<file path="config.mk">
export PLATFORM = sky130hd
export DESIGN_NAME = mem_arbiter
export DESIGN_NICKNAME = d
export VERILOG_FILES = /design/src/rtl/mem_arbiter.sv
export SDC_FILE = /design/constraint.sdc
export NUM_CORES = 1
export LEC_CHECK = 0
export CORE_MARGIN = 4
export CORE_UTILIZATION = 30
export DETAILED_ROUTE_END_ITERATION = 6
export PLACE_DENSITY = 0.65
export SYNTH_ARGS = -nofsm -noshare
export SYNTH_HDL_FRONTEND = slang
export SYNTH_SLANG_ARGS = --single-unit
export TNS_END_PERCENT = 50
</file>
<file path="constraint.sdc">
create_clock -name clk -period 2.6 [get_ports clk]
set_clock_uncertainty 0.2 [all_clocks]
set_input_delay 0.52 -clock clk [delete_from_list [all_inputs] [get_ports clk]]
set_output_delay 0.52 -clock clk [all_outputs]
set_load 0.03 [all_outputs]
</file>
<file path="src/rtl/mem_arbiter.sv">
`default_nettype none
// ============================================================================
//  Module      : mem_arbiter
//  Description : Shares one variable-latency memory between the fetch port and
//                the data port; round-robin on contention, sticky timeout error.
//  Revision    : 1.0 - initial release
// ============================================================================
module mem_arbiter #(
    parameter int ADDR_W  = 16,
    parameter int DATA_W  = 16,
    parameter int TIMEOUT = 32
) (
    input  logic              clk,
    input  logic              rst,
    // instruction-fetch port
    input  logic              if_req,
    input  logic [ADDR_W-1:0] if_addr,
    output logic [DATA_W-1:0] if_rdata,
    output logic              if_done,
    output logic              if_stall,
    // data-memory port
    input  logic              dm_req,
    input  logic              dm_wr,
    input  logic [ADDR_W-1:0] dm_addr,
    input  logic [DATA_W-1:0] dm_wdata,
    output logic [DATA_W-1:0] dm_rdata,
    output logic              dm_done,
    output logic              dm_stall,
    // unified memory
    output logic              mem_req,
    output logic              mem_wr,
    output logic [ADDR_W-1:0] mem_addr,
    output logic [DATA_W-1:0] mem_wdata,
    input  logic              mem_ack,
    input  logic [DATA_W-1:0] mem_rdata,
    // sticky timeout error
    output logic              err
);

    localparam int              c_CNT_W   = (TIMEOUT > 2) ? $clog2(TIMEOUT) : 1;
    localparam logic [c_CNT_W-1:0] c_CNT_LAST = c_CNT_W'(TIMEOUT - 1);
    localparam logic [c_CNT_W-1:0] c_CNT_ONE  = c_CNT_W'(1);

    typedef enum logic [2:0] {
        S_IDLE   = 3'd0,
        S_IF_ACC = 3'd1,
        S_DM_ACC = 3'd2,
        S_RESP   = 3'd3,
        S_ERR    = 3'd4
    } state_t;

    state_t              r_state;
    state_t              w_next;
    logic                w_grant_if;
    logic                w_grant_dm;
    logic                w_in_acc;
    logic                r_last_dm;
    logic                r_srv_dm;
    logic                r_wr;
    logic [ADDR_W-1:0]   r_addr;
    logic [DATA_W-1:0]   r_wdata;
    logic [c_CNT_W-1:0]  r_cnt;
    logic [DATA_W-1:0]   r_if_rdata;
    logic [DATA_W-1:0]   r_dm_rdata;

    assign w_in_acc = (r_state == S_IF_ACC) || (r_state == S_DM_ACC);

    // ------------------------------------------------------------------------
    // State register
    // ------------------------------------------------------------------------
    always_ff @(posedge clk or negedge rst) begin
        if (!rst) begin
            r_state <= S_IDLE;
        end else begin
            r_state <= w_next;
        end
    end

    // ------------------------------------------------------------------------
    // Next-state and grant decode
    // ------------------------------------------------------------------------
    always_comb begin
        w_next     = r_state;
        w_grant_if = 1'b0;
        w_grant_dm = 1'b0;
        case (r_state)
            S_IDLE: begin
                // On a tie the port that was not served last wins
                if (dm_req && (!if_req || !r_last_dm)) begin
                    w_grant_dm = 1'b1;
                    w_next     = S_DM_ACC;
                end else if (if_req) begin
                    w_grant_if = 1'b1;
                    w_next     = S_IF_ACC;
                end
            end
            S_IF_ACC, S_DM_ACC: begin
                if (mem_ack) begin
                    w_next = S_RESP;
                end else if (r_cnt == c_CNT_LAST) begin
                    w_next = S_ERR;
                end
            end
            S_RESP:  w_next = S_IDLE;
            S_ERR:   w_next = S_ERR;
            default: w_next = S_IDLE;
        endcase
    end

    // ------------------------------------------------------------------------
    // Access latch, timeout counter, read-data capture, fairness flag
    // ------------------------------------------------------------------------
    always_ff @(posedge clk or negedge rst) begin
        if (!rst) begin
            r_addr     <= '0;
            r_wr       <= 1'b0;
            r_wdata    <= '0;
            r_srv_dm   <= 1'b0;
            r_cnt      <= '0;
            r_last_dm  <= 1'b0;
            r_if_rdata <= '0;
            r_dm_rdata <= '0;
        end else begin
            if (w_grant_dm) begin
                r_addr   <= dm_addr;
                r_wr     <= dm_wr;
                r_wdata  <= dm_wdata;
                r_srv_dm <= 1'b1;
                r_cnt    <= '0;
            end else if (w_grant_if) begin
                r_addr   <= if_addr;
                r_wr     <= 1'b0;
                r_wdata  <= '0;
                r_srv_dm <= 1'b0;
                r_cnt    <= '0;
            end else if (w_in_acc) begin
                if (mem_ack) begin
                    r_last_dm <= r_srv_dm;
                    if (!r_srv_dm) begin
                        r_if_rdata <= mem_rdata;
                    end else if (!r_wr) begin
                        r_dm_rdata <= mem_rdata;
                    end
                end else begin
                    r_cnt <= r_cnt + c_CNT_ONE;
                end
            end
        end
    end

    // ------------------------------------------------------------------------
    // Outputs: decoded from state so a reset drops them immediately
    // ------------------------------------------------------------------------
    assign mem_req   = w_in_acc;
    assign mem_wr    = w_in_acc && r_wr;
    assign mem_addr  = r_addr;
    assign mem_wdata = r_wdata;

    assign if_done   = (r_state == S_RESP) && !r_srv_dm;
    assign dm_done   = (r_state == S_RESP) &&  r_srv_dm;
    assign if_stall  = if_req && !if_done;
    assign dm_stall  = dm_req && !dm_done;
    assign if_rdata  = r_if_rdata;
    assign dm_rdata  = r_dm_rdata;
    assign err       = (r_state == S_ERR);

endmodule
`default_nettype wire

</file>
==> qor.txt <==
Fin. Hold Viols -> 0
outcome -> completed
Worst-Margin Slew -> 0.977 ns
drt pass-1 iters -> 4
first-pass GRT wire length -> 15000 um
# port buffers -> 140
GRT Util Overall -> 14.8%
H-tree levels -> 3
Synth Area in Simple Gates -> 7.80%
wire per inst -> 17.2 um
top post-synthesis cells by count -> 75 x dfrtp_1, 24 x mux2_2, 21 x a21oi_1, 21 x nor2_1, 19 x o21ai_0
final worst-path cycle share -> 94.9%
Area Overhead vs Synth -> 55.0%
Starting Density -> 31.3%
final wirelength -> 9340 um
residual DRC count -> 0
YS warnings -> 0
clock buffer depth -> 2
clock-pin slew on the worst setup and hold paths -> 0.08 ns
ys async rst share -> 100%
TNS Setup -> 0 ns
dpl hpwl -> 6680 um
Worst path max stage delay -> 0.50 ns
share of the synthesized area in the top cell type -> 57.4%
number of setup buffers added after CTS -> 0
Worst Setup End Kind -> primary output
grt ovf -> 0
Pwr Density -> 1360 nW/um2
#FFs+latches synth -> 75
Placed Area -> 4870 um2
largest net degree at the start of global routing -> 76
nets@finish -> 477
Post-Synth Adder-Cell Area -> 0.765%
share of layout cells above drive strength 1 -> 18.1%
worst relative slew slack -> 34.8%
die extent in y -> 112 um
Area contributors post-synth -> dfrtp_1 57%, mux2_2 8.3%, mux2_4 4.6%
mux contribution to synthesized area -> 12.8%
CTS Hold Buffers Added -> 0
RSZ-0062 raised after global routing -> no
Max Clk Rate -> 0.405 GHz
GPL Wtd Cong -> 0.729
Avg Cell Area, Syn -> 12.6 um2
I/O pins -> 141
compound-gate portion of the synthesized area -> 16.7%
clock buffer count from CTS -> 9
clock sinks -> 75
Pins Over Slew Limit -> 0
largest family of logic cells by synthesized area -> compound AO/OA/AOI/OAI gates
Die W -> 112 um
Routed Antenna Nets -> 0
Mapped Cells -> 259
Yosys top cell by area -> dfrtp_1
post-synthesis cell area -> 3270 um2
Root Driver -> clkbuf_8
ys flop type -> dfrtp_1
Seq/Total Area, Yosys -> 57.4%
antenna violations before repair -> 0
Post-synth EDFFs -> 0
ant diodes -> 0
die area -> 12600 um2
initial drt markers -> 72
Vias -> 2647
CP Class -> reg -> out
num rows -> 37
worst path cell trace -> nand2_1 -> nor3b_1 -> buf_4 -> dlygate4sd2_1
Buf/Inv on CP -> 2
Distinct cells, synth -> 38
most instantiated library cell after synthesis -> dfrtp_1
CP max-delay cell -> dfrtp_1
area share of xor/xnor cells in the synthesized design -> 1.11%
Tmin final -> 2.47 ns
net count after synthesis -> 331
Final Cell Area -> 5070 um2
maxcap violations -> 0
CP required -> 1.88 ns
CTS tree -> built
P_leak -> 2.13 nW
crit path launch type -> flip-flop
via/cell ratio -> 4.87
vias in the first global route -> 2893
Core ar. -> 10500 um2
WP data arrival -> 1.75 ns
Min Hold Slack -> 0.123 ns
worst skew pair latency -> 0.34 ns
Peak VDD IR -> 0.000577 V
Hold Path Class -> in -> async
Worst path top cell family by delay -> buffers and inverters
crit-path max FO -> 7
final setup fails -> 0
[cell families (layout without fill, tap and decap cells)]
logic type,Yosys count,after routing
buf+inv,20,169
mux,34,34
simple gates,43,43
fa+ha+maj,2,2
xor+xnor,2,2
flops,75,75
compound gates,83,83
[repair_timing]
| item | 4_1_cts | 5_1_grt |
|---|---|---|
| pin swaps | 0 | 0 |
| endpoints found under the hold margin | 0 | 0 |
| resized for setup | 6 | 1 |
| setup endpoints to repair | 5 | 1 |
[worst paths after layout]
| kind | start | endpoint | slack (ns) | depth (start not counted) |
|---|---|---|---|---|
| setup reg to reg | r_state[0] | dm_rdata[13] | 0.42 | 6 |
| hold / removal | rst | mem_addr[8] | 0.12 | 1 |
| min in group clk | mem_wdata[11] | mem_wdata[11] | 0.30 | 1 |
| hold reg to reg | mem_wdata[11] | mem_wdata[11] | 0.30 | 1 |
| max in group asynchronous | rst | r_state[1] | 1.40 | 1 |
| setup / recovery | r_state[0] | dm_done | 0.13 | 4 |
[sequential cells by signal (all words and copies together), names as in the netlist]
register   flops
mem_addr      16
r_state        3
r_srv_dm       1
r_wr           1
mem_wdata     16
dm_rdata      16
r_cnt          5
if_rdata      16
r_last_dm      1
[worst register-to-register path, cell delays in order (launching register included)]
cell and delay, ns:
dfrtp_1 0.48, buf_4 0.20, xnor2_4 0.12, buf_4 0.19
nor4b_4 0.31, buf_12 0.21, mux2_2 0.36
[report_power, final]
group / internal (W) / total (W) / switching [W]
clock network: 0.000528 / 0.000950 / 0.000422
registers: 0.00172 / 0.00207 / 0.000351
logic: 0.00178 / 0.00387 / 0.00209
[layout by cell type, fill, tap and decap left out, drive strengths merged, types with 3 or more instances in the layout]
cell type and instances:
dfrtp 75, nand3 3, nor2 22, buf 16, o31ai 18, clkdlybuf4s50 132
a21oi 21, o21ai 20, dlygate4sd2 4, mux2 34, clkbuf 9, nor3 4
a22o 17
[per-stage QoR]
step | total power, W | cells | utilization, % | worst slack [ns]
2_1_floorplan | 0.00438 | 259 | - | 0.192
3_3_place_gp | 0.00596 | 530 | 46.6 | 0.130
3_5_place_dp | 0.00603 | 530 | 46.6 | 0.0843
4_1_cts | 0.00699 | 544 | 48.5 | 0.0802
5_1_grt | 0.00728 | 544 | 48.5 | 0.0209
6_report | 0.00690 | 544 | 48.5 | 0.133
[final cells by class]
| class | count | area (um2) |
|---|---|---|
| fillers | 990 | 5390 |
| flip-flops and latches | 75 | 1880 |
| repair buffers | 153 | 1520 |
| multi-input cells | 164 | 1290 |
| well taps | 136 | 170 |
| clock buffers | 9 | 124 |
| clock inverters | 5 | 80.1 |
| inverters | 2 | 7.51 |
[routing by layer]
layer | part of all wire [%] | GRT usage, % | up-vias
li1 | - | - | 1236
met1 | 42 | 17.9 | 1313
met2 | 50 | 24.9 | 76
met3 | 4.9 | 3.94 | 22
met4 | 2.8 | 6.57 | 0
met5 | 0 | 0 | -
Note: power is estimated with default switching activity, not from simulation.
